[src/rtl/hsi_pkg.sv]
// hsi_pkg: shared write-FSM state encoding and receive status bit positions
package hsi_pkg;

    typedef enum logic [1:0] {
        WR_IDLE,
        WR_RECV,
        WR_DROP
    } wr_state_e;

    localparam int RX_OK_BIT = 0;

endpackage

[src/rtl/hsi_len_fifo.sv]
// hsi_len_fifo: synchronous descriptor FIFO holding committed frame lengths
module hsi_len_fifo #(
    parameter int DEPTH = 4
) (
    input  logic       clk,
    input  logic       rst,
    input  logic       push_i,
    input  logic [7:0] din_i,
    input  logic       pop_i,
    output logic       full_o,
    output logic       empty_o,
    output logic [7:0] head_o
);
    localparam int AW = $clog2(DEPTH);
    localparam int PW = AW + 1;

    logic [7:0]  mem [DEPTH];
    logic [AW:0] wr_q, rd_q;
    logic        do_push, do_pop;

    // Pointers carry an extra wrap bit so full and empty are distinguishable
    always_comb begin
        full_o  = (wr_q[AW] != rd_q[AW]) && (wr_q[AW-1:0] == rd_q[AW-1:0]);
        empty_o = wr_q == rd_q;
        do_push = push_i && !full_o;
        do_pop  = pop_i && !empty_o;
        head_o  = mem[rd_q[AW-1:0]];
    end

    // Descriptor storage; contents need no reset since empty gates every use
    always_ff @(posedge clk) begin
        if (do_push) mem[wr_q[AW-1:0]] <= din_i;
    end

    // Pointer advance on accepted push/pop
    always_ff @(posedge clk) begin
        if (rst) begin
            wr_q <= '0;
            rd_q <= '0;
        end else begin
            if (do_push) wr_q <= wr_q + PW'(1);
            if (do_pop) rd_q <= rd_q + PW'(1);
        end
    end

endmodule

[src/rtl/hsi_rx_frame_buf.sv]
// hsi_rx_frame_buf: commit/rollback receive frame buffer; HSI_RX_STATS_EN adds good/bad frame counters
module hsi_rx_frame_buf
    import hsi_pkg::*;
#(
    parameter int DEPTH     = 256,
    parameter int MAX_FRAME = 64,
    parameter int LEN_DEPTH = 4
) (
    input  logic        clk,
    input  logic        rst,
    input  logic [7:0]  q_i,
    input  logic        q_rdy_i,
    input  logic [5:0]  rx_errs_i,
    input  logic        rx_frame_end_i,
    output logic        frame_rdy_o,
    output logic [7:0]  frame_len_o,
    input  logic        rd_en_i,
    output logic [7:0]  rd_data_o,
    output logic        rd_valid_o,
    output logic        rd_last_o,
    output logic        drop_pulse_o
`ifdef HSI_RX_STATS_EN
    ,
    output logic [15:0] good_cnt_o,
    output logic [15:0] bad_cnt_o
`endif
);
    localparam int         AW   = $clog2(DEPTH);
    localparam int         PW   = AW + 1;
    localparam logic [7:0] MAXL = 8'(MAX_FRAME);

    logic [7:0]  mem [DEPTH];
    wr_state_e   state_q;
    logic [AW:0] tent_q, comm_q, rd_ptr_q;
    logic [AW:0] tent_inc, tent_d;
    logic [7:0]  cur_len_q, len_d, rd_cnt_q;
    logic [7:0]  rd_data_q;
    logic        rd_valid_q, rd_last_q, drop_q;
    logic        full, ovf, wr_ok, ovf_hit, ends, keep, commit, drop;
    logic        fifo_full, fifo_empty;
    logic [7:0]  fifo_head;
    logic        rd_fire, rd_end;

    // Write-side decisions; a byte arriving with frame end is counted first
    always_comb begin
        full     = (tent_q[AW] != rd_ptr_q[AW]) && (tent_q[AW-1:0] == rd_ptr_q[AW-1:0]);
        ovf      = full || (state_q == WR_RECV && cur_len_q == MAXL);
        wr_ok    = q_rdy_i && state_q != WR_DROP && !ovf;
        ovf_hit  = q_rdy_i && state_q != WR_DROP && ovf;
        tent_inc = tent_q + PW'(1);
        tent_d   = wr_ok ? tent_inc : tent_q;
        len_d    = !wr_ok ? cur_len_q : (state_q == WR_IDLE ? 8'd1 : cur_len_q + 8'd1);
        ends     = rx_frame_end_i && (state_q != WR_IDLE || q_rdy_i);
        keep     = state_q != WR_DROP && !ovf_hit && rx_errs_i[RX_OK_BIT] && !fifo_full;
        commit   = ends && keep;
        drop     = ends && !keep;
        rd_fire  = rd_en_i && !fifo_empty;
        rd_end   = rd_fire && (rd_cnt_q + 8'd1 == fifo_head);
    end

    // Byte store write port; rolled-back bytes are simply overwritten later
    always_ff @(posedge clk) begin
        if (wr_ok) mem[tent_q[AW-1:0]] <= q_i;
    end

    // Write FSM: tentative pointer, frame length, commit/rollback and drop strobe
    always_ff @(posedge clk) begin
        if (rst) begin
            state_q   <= WR_IDLE;
            tent_q    <= '0;
            comm_q    <= '0;
            cur_len_q <= '0;
            drop_q    <= 1'b0;
        end else begin
            drop_q <= drop;
            if (ends) begin
                state_q   <= WR_IDLE;
                cur_len_q <= '0;
                tent_q    <= commit ? tent_d : comm_q;
                if (commit) comm_q <= tent_d;
            end else if (ovf_hit) begin
                state_q <= WR_DROP;
            end else if (wr_ok) begin
                state_q   <= WR_RECV;
                tent_q    <= tent_inc;
                cur_len_q <= len_d;
            end
        end
    end

    // Read port: pull head-frame bytes and pop the descriptor on the last one
    always_ff @(posedge clk) begin
        if (rst) begin
            rd_ptr_q   <= '0;
            rd_cnt_q   <= '0;
            rd_data_q  <= '0;
            rd_valid_q <= 1'b0;
            rd_last_q  <= 1'b0;
        end else begin
            rd_valid_q <= rd_fire;
            rd_last_q  <= rd_end;
            if (rd_fire) begin
                rd_data_q <= mem[rd_ptr_q[AW-1:0]];
                rd_ptr_q  <= rd_ptr_q + PW'(1);
                rd_cnt_q  <= rd_end ? 8'd0 : rd_cnt_q + 8'd1;
            end
        end
    end

    hsi_len_fifo #(.DEPTH(LEN_DEPTH)) u_len_fifo (
        .clk     (clk),
        .rst     (rst),
        .push_i  (commit),
        .din_i   (len_d),
        .pop_i   (rd_end),
        .full_o  (fifo_full),
        .empty_o (fifo_empty),
        .head_o  (fifo_head)
    );

    assign frame_rdy_o  = !fifo_empty;
    assign frame_len_o  = fifo_empty ? 8'd0 : fifo_head;
    assign rd_data_o    = rd_data_q;
    assign rd_valid_o   = rd_valid_q;
    assign rd_last_o    = rd_last_q;
    assign drop_pulse_o = drop_q;

`ifdef HSI_RX_STATS_EN
    logic [15:0] good_q, bad_q;

    // Saturating counts of committed and discarded frames
    always_ff @(posedge clk) begin
        if (rst) begin
            good_q <= '0;
            bad_q  <= '0;
        end else begin
            if (commit && good_q != 16'hFFFF) good_q <= good_q + 16'd1;
            if (drop && bad_q != 16'hFFFF) bad_q <= bad_q + 16'd1;
        end
    end

    assign good_cnt_o = good_q;
    assign bad_cnt_o  = bad_q;
`endif

endmodule

[config.mk]
export PLATFORM = sky130hd
export DESIGN_NAME = hsi_rx_frame_buf
export DESIGN_NICKNAME = d
export VERILOG_FILES = /design/src/rtl/hsi_pkg.sv /design/src/rtl/hsi_len_fifo.sv /design/src/rtl/hsi_rx_frame_buf.sv
export SDC_FILE = /design/constraint.sdc
export NUM_CORES = 2
export LEC_CHECK = 0
export BUFFER_PORTS_ARGS = -buffer_cell sky130_fd_sc_hd__buf_2
export CAP_MARGIN = 20
export CORE_MARGIN = 5
export CORE_UTILIZATION = 55
export DETAILED_ROUTE_END_ITERATION = 6
export GPL_TIMING_DRIVEN = 0
export PLACE_DENSITY = 0.76
export SETUP_SLACK_MARGIN = 0.1
export SLEW_MARGIN = 20
export SYNTH_ARGS = -nofsm -noshare
export SYNTH_HDL_FRONTEND = slang
export SYNTH_SLANG_ARGS = --single-unit
[constraint.sdc]
create_clock -name clk -period 2.65 [get_ports clk]
set_clock_uncertainty 0.2 [all_clocks]
set_input_delay 0.3975 -clock clk [delete_from_list [all_inputs] [get_ports clk]]
set_output_delay 0.3975 -clock clk [all_outputs]
set_load 0.05 [all_outputs]
==> After elaboration in Yosys (flattened, before gate mapping) <==
Memories as Yosys holds them, arrays and structs flattened. A register that Yosys moved wholly into a read port is not among the register bits.
Cells that the tools add are included.
{ "totals": {"elab_cells": 76, "ramBits": 2080, "reg_bits": 54, "mem_count": 2} }
{ "mem_list": {"columns": ["memory", "words", "width", "read_ports", "rd_ports_with_merged_regs", "wr", "line_no", "source"], "rows": [
  ["mem", 256, 8, 1, 1, 1, "hsi_rx_frame_buf.sv:32", "logic [7:0] mem [DEPTH];"],
  ["u_len_fifo.mem", 4, 8, 1, 1, 1, "hsi_len_fifo.sv:17", "logic [7:0] mem [DEPTH];"]
]} }
{ "op_classes": {"bitwise_logic": 1, "muxes": 16, "n_eq_ne": 10, "addsub": 6, "reduce_logical": 29} }
{ "ops": {"columns": ["operator", "n"], "rows": [
  ["9-bit 2-to-1 mux", 4],
  ["8-bit 2-to-1 mux", 4],
  ["9-bit by 1-bit adder with 9-bit output (second input constant)", 2],
  ["8-bit by 1-bit adder with 8-bit output (second input constant)", 2],
  ["8-bit equality test", 2],
  ["1-bit logical AND", 16],
  ["8-bit by 7-bit equality test with 1-bit output (second input constant)", 1],
  ["2-bit 2-to-1 mux", 4],
  ["3-bit by 1-bit adder with 3-bit output (second input constant)", 2],
  ["1-bit zero test", 5],
  ["1-bit 2-to-1 mux", 4],
  ["2-bit nonzero test", 2],
  ["3-bit equality test", 1],
  ["3-bit OR reduction", 1],
  ["2-bit by 1-bit equality test with 1-bit output (second input constant)", 1],
  ["2-bit equality test", 1],
  ["2-bit zero test", 1],
  ["1-bit logical OR", 2],
  ["1-bit inequality test", 2],
  ["2-bit by 1-bit inequality test with 1-bit output (second input constant)", 1],
  ["2-bit inequality test (second input constant)", 1],
  ["2-bit AND reduction", 1],
  ["2-bit OR reduction", 1],
  ["1-bit inverter", 1]
]} }

==> Logic depth before layout (Yosys ltp) <==
{ "logic_depth": {"word_depth": 12, "ltp_mapped": 13, "mapped_depth_nobuf": 8} }

==> Modules after synthesis <==
From an unflattened synthesis, not the netlist that was laid out.
{ "unflattened": {"cells_unflattened": 4219, "area_unflattened_um2": 84808.8} }
{ "by_module_without_submodules": {"columns": ["module", "n_inst", "area_per_inst_um2", "cells_per_inst"], "rows": [
  ["hsi_rx_frame_buf", 1, 83077.2, 4109],
  ["hsi_len_fifo", 1, 1731.7, 110]
]} }

==> Worst setup path before layout <==
Ideal clock, no wire load.
{ "synth_path": {"kind": "reg-to-reg", "from": "register rd_ptr_q[0]", "to": "register rd_data_q[5] (netlist: rd_data_o[5]), read port of mem", "path_stages_with_launch": 13, "arrival_ns": 2.560, "period_less_slack_ns": 2.889, "slack_ns": -0.239, "setup_ns": 0.129, "n_path_buf": 5, "cell_sequence": "dfxtp_1 > buf_2 > buf_4 > buf_2 > buf_2 > buf_2 > mux2i_1 > a21oi_1 > nand3_1 > o211ai_1 > or3b_2 > nand4b_1 > o31ai_1"} }
{ "synth_lines": {"columns": ["item", "line_no", "source"], "rows": [
  ["start: declaration", "hsi_rx_frame_buf.sv:34", "logic [AW:0] tent_q, comm_q, rd_ptr_q;"],
  ["start signal: assignment", "hsi_rx_frame_buf.sv:104", "rd_ptr_q <= rd_ptr_q + PW'(1);"],
  ["end: declaration", "hsi_rx_frame_buf.sv:37", "logic [7:0] rd_data_q;"]
]} }

==> results_dict.tcl <==
set metrics [dict create \
    htree_levels 4 \
    post-synth-top-area-cell "edfxtp_1" \
    rrSetupSlack_ns -1.04 \
    cts.reportedPaths.clkPinSlew_ns 0.06 \
    final_hold_viol_count 0 \
    viasPerCell 7.130 \
    floorplan.die.width_um 400.5 \
    vdd.ir_drop.worst_mv 0.7134 \
    drc 0 \
    finalCritPeriodShare 1.391 \
    worst_hold_path_type "input pin to flip-flop" \
    grt_first_pass_wirelength_um 379900 \
    max-clock-path-buffers 3 \
    synth_cells 4234 \
    finalMaxSlewViolations 0 \
    fraction_of_layout_cells_with_a_size_suffix_above_1 0.3294 \
    ys_top_cells_by_area "edfxtp_1, mux4_2, mux2i_1, nor2_1, dfxtp_1" \
    syn-mean-instance-area_um2 19.81 \
    power.static_leakage_nw 31.51 \
    post_drt_wl_per_cell_um 41.66 \
    clock_sink_count 2144 \
    arr_time_crit_path_ns 4.19 \
    layout_area_growth_over_synthesis_pct 20.09 \
    routed_wirelength_um 287400 \
    post_synth_instance_area_mm2 0.08386 \
    unrepaired_setup_endpoints_after_global_routing "yes" \
    max_clock_freq_mhz 271.2 \
    required_ns 3.15 \
    worst_r2r_endpoint "rd_data_o[2]$_SDFFE_PP0P_" \
    start_util 0.5527 \
    grt_max_degree 137 \
    fin_nets 4720 \
    antenna_found_initial 10 \
    worst-r2r-cell-count 9 \
    fraction_of_registers_with_async_set_reset 0 \
    violated_checks "negative setup slack" \
    synthFlopType "edfxtp_1" \
    numPortBuffers 32 \
    synth-edff-count 2080 \
    cts_tree "yes" \
    grtUsageMet2 0.4906 \
    final_util 0.6638 \
    grt_use_met3 0.1453 \
    maxCapViolCount 0 \
    numCtsBuffers 207 \
    drtAntennaViolNets 0 \
    pin_count 39 \
    synth.ff_latch_count 2144 \
    number_of_different_library_cells_in_the_post_synthesis_netlist 67 \
    first_global_vias 46310 \
    synth_top_area_frac 0.7448 \
    fp.dieArea_mm2 0.1604 \
    design_power_total_mw 71.65 \
    post-route-worst-setup-slack_ns -1.037 \
    use_met1 0.4399 \
    synth.net_count 4266 \
    dp_hpwl_um 176200 \
    min-delay-start "rst" \
    post-synth-top-count-cell "edfxtp_1" \
    min_to "rd_cnt_q[3]$_SDFFE_PP0P_" \
    number_of_setup_violations_in_the_final_report 2035 \
    ys_seq_area_frac 0.7601 \
    gp_congestion 1.011 \
    setup_tns_ns -673.19 \
    reg2reg_from "rd_ptr_q[1]$_SDFFE_PP0P_" \
    detailedRoute.firstPassIterationCount 7 \
    tightest_slew_ns 1.241 \
    die_h_um 400.5 \
    drt-initial-drc-count 8924 \
    category_of_the_most_critical_setup_path "flip-flop to flip-flop" \
    floorplan.rows 143 \
    synth.yosys.warnings 0 \
    worstSkewPairLatency_ns 0.88 \
    max-slew-margin-rel 0.1729 \
    vias 49190 \
    outcome "finished with violations" \
    grt_overflow_total 0 \
    endpoint_kind "flip-flop" \
    synthTopCellsByCount "edfxtp_1, mux4_2, nor2_1" \
    floorplan.core_area_mm2 0.1517 \
    critPathLaunchType "flip-flop" \
    gr_busiest_metal "met2" \
    power_density_mw_per_mm2 711.4 \
    clockRootBuffer "clkbuf_16" \
    gr-usage-all-layers 0.3453 \
    finalWorstPathRequiredPeriod_ns 3.687 \
    cp_max_fo 10 \
    holdPathStages 3 \
]
power breakdown:
group	switching, mW	total, mW	internal (mW)
Clock	13.3	29.6	16.4
Combinational	2.93	4.66	1.73
Sequential	0.0906	37.3	37.3
Total	16.3	71.6	55.3
cell families (layout without fill, tap and decap cells):
family,after synthesis,after routing,share of synthesized area
buffers and inverters,267,896,0.01407
AO/OA/AOI/OAI,349,349,0.02839
multiplexers,752,752,0.1563
XOR/XNOR,42,42,0.004878
adder cells (fa/ha/maj),13,13,0.001940
flip-flops,2144,2144,0.7601
other,0,6,0
AND/OR/NAND/NOR,667,667,0.03437
placed cells by master (no fill, tap or decap), types with 13 or more instances in the layout:
cell           count
edfxtp_1        2080
mux4_2           439
mux2i_1          280
clkbuf_16        222
nor2_4           176
buf_4            136
nor2_1           125
nand2_1          114
buf_12            68
clkbuf_1          64
a21oi_1           56
a22oi_1           56
dfxtp_1           54
nand3_1           49
nor2_2            49
clkinv_1          48
buf_16            46
buf_6             42
clkbuf_2          38
clkinv_2          38
buf_2             34
buf_8             32
clkbuf_8          30
o22ai_1           29
xnor2_1           27
o21ai_0           25
clkbuf_4          24
a221oi_1          24
mux2i_2           17
bufinv_16         17
and2_1            16
a211oi_1          16
and3_1            15
nor2b_1           14
nor3_1            13
o211ai_1          13
dlygate4sd3_1     13
final cells by class:
cell class                      instances  area (µm²)
Multi-Input combinational cell       1823       21600
Buffer                                250        3156
Antenna cell                            6       15.01
Inverter                               15       62.56
Tap cell                             2030        2540
Timing Repair Buffer                  247        2885
Sequential cell                      2144       63760
Fill cell                            9339       51010
Clock buffer                          253        5444
Clock inverter                        131        1255
registers in the layout, summed over array words and instances, names as in the netlist, named ones only:
signal           flops
u_len_fifo.wr_q      3
rd_valid_o           1
rd_ptr_q             9
rd_last_o            1
rd_data_o            8
u_len_fifo.mem      32
cur_len_q            8
u_len_fifo.rd_q      3
comm_q               9
mem               2048
drop_pulse_o         1
state_q              2
tent_q               9
rd_cnt_q             8
repair_timing:
item | in CTS | in global routing
hold endpoints to repair | 623 | 3
cloned | 5 | 5
hold buffers | 11 | 2
gates resized for setup | 763 | 191
endpoints found under the setup margin | 2183 | 2155
pin swaps | 52 | 67
setup buffers | 80 | 96
routing by layer:
| metal | wire, µm | vias to the layer above | part of all wire |
|---|---|---|---|
| met5 | 459 | - | 0.0016 |
| met4 | 23670 | 12 | 0.082 |
| met3 | 48840 | 1137 | 0.17 |
| met2 | 123400 | 4904 | 0.43 |
| met1 | 91000 | 24840 | 0.32 |
| li1 | - | 18300 | - |
worst max path at each step:
| stage | start | endpoint | slack [ns] | depth (start not counted) |
|---|---|---|---|---|
| after floorplan | flip-flop | u_len_fifo.rd_q[2]$_SDFFE_PP0P_ | -0.13 | 9 |
| after global placement | rd_ptr_q[2]$_SDFFE_PP0P_ | rd_data_o[5]$_SDFFE_PP0P_ | -3.03 | 11 |
| after detailed placement | rd_ptr_q[1]$_SDFFE_PP0P_ | rd_data_o[2]$_SDFFE_PP0P_ | -2.68 | 10 |
| after CTS | rd_ptr_q[0]$_SDFFE_PP0P_ | rd_data_o[2]$_SDFFE_PP0P_ | -0.86 | 9 |
| after global routing | rd_ptr_q[0]$_SDFFE_PP0P_ | rd_data_o[2]$_SDFFE_PP0P_ | -0.90 | 9 |
| final | rd_ptr_q[1]$_SDFFE_PP0P_ | rd_data_o[2]$_SDFFE_PP0P_ | -1.04 | 9 |
worst max-delay path: stages (launching register included):
cell and delay, ns:
dfxtp_4 0.44, buf_8 0.23, buf_12 0.19, buf_16 0.21, mux4_2 0.35, a221o_1 0.40, o211ai_1 0.57, nand4_1 0.34
a311oi_4 0.45, o32ai_1 0.13
metrics by stage:
| step | cell area [µm²] | cells | setup slack, ns | hold WS (ns) |
|---|---|---|---|---|
| finish | 100700 | 6899 | -1.037 | 0.1141 |
| global route | 100700 | 6893 | -0.8954 | 0.1217 |
| CTS | 98820 | 6792 | -0.8614 | 0.01265 |
| detailed placement | 88000 | 6313 | -2.677 | 0.2642 |
| global placement | 87440 | 6296 | -3.034 | 0.2560 |
| floorplan | 84740 | 4234 | -0.1330 | 0.2443 |
Note: power is estimated with default switching activity, not from simulation.
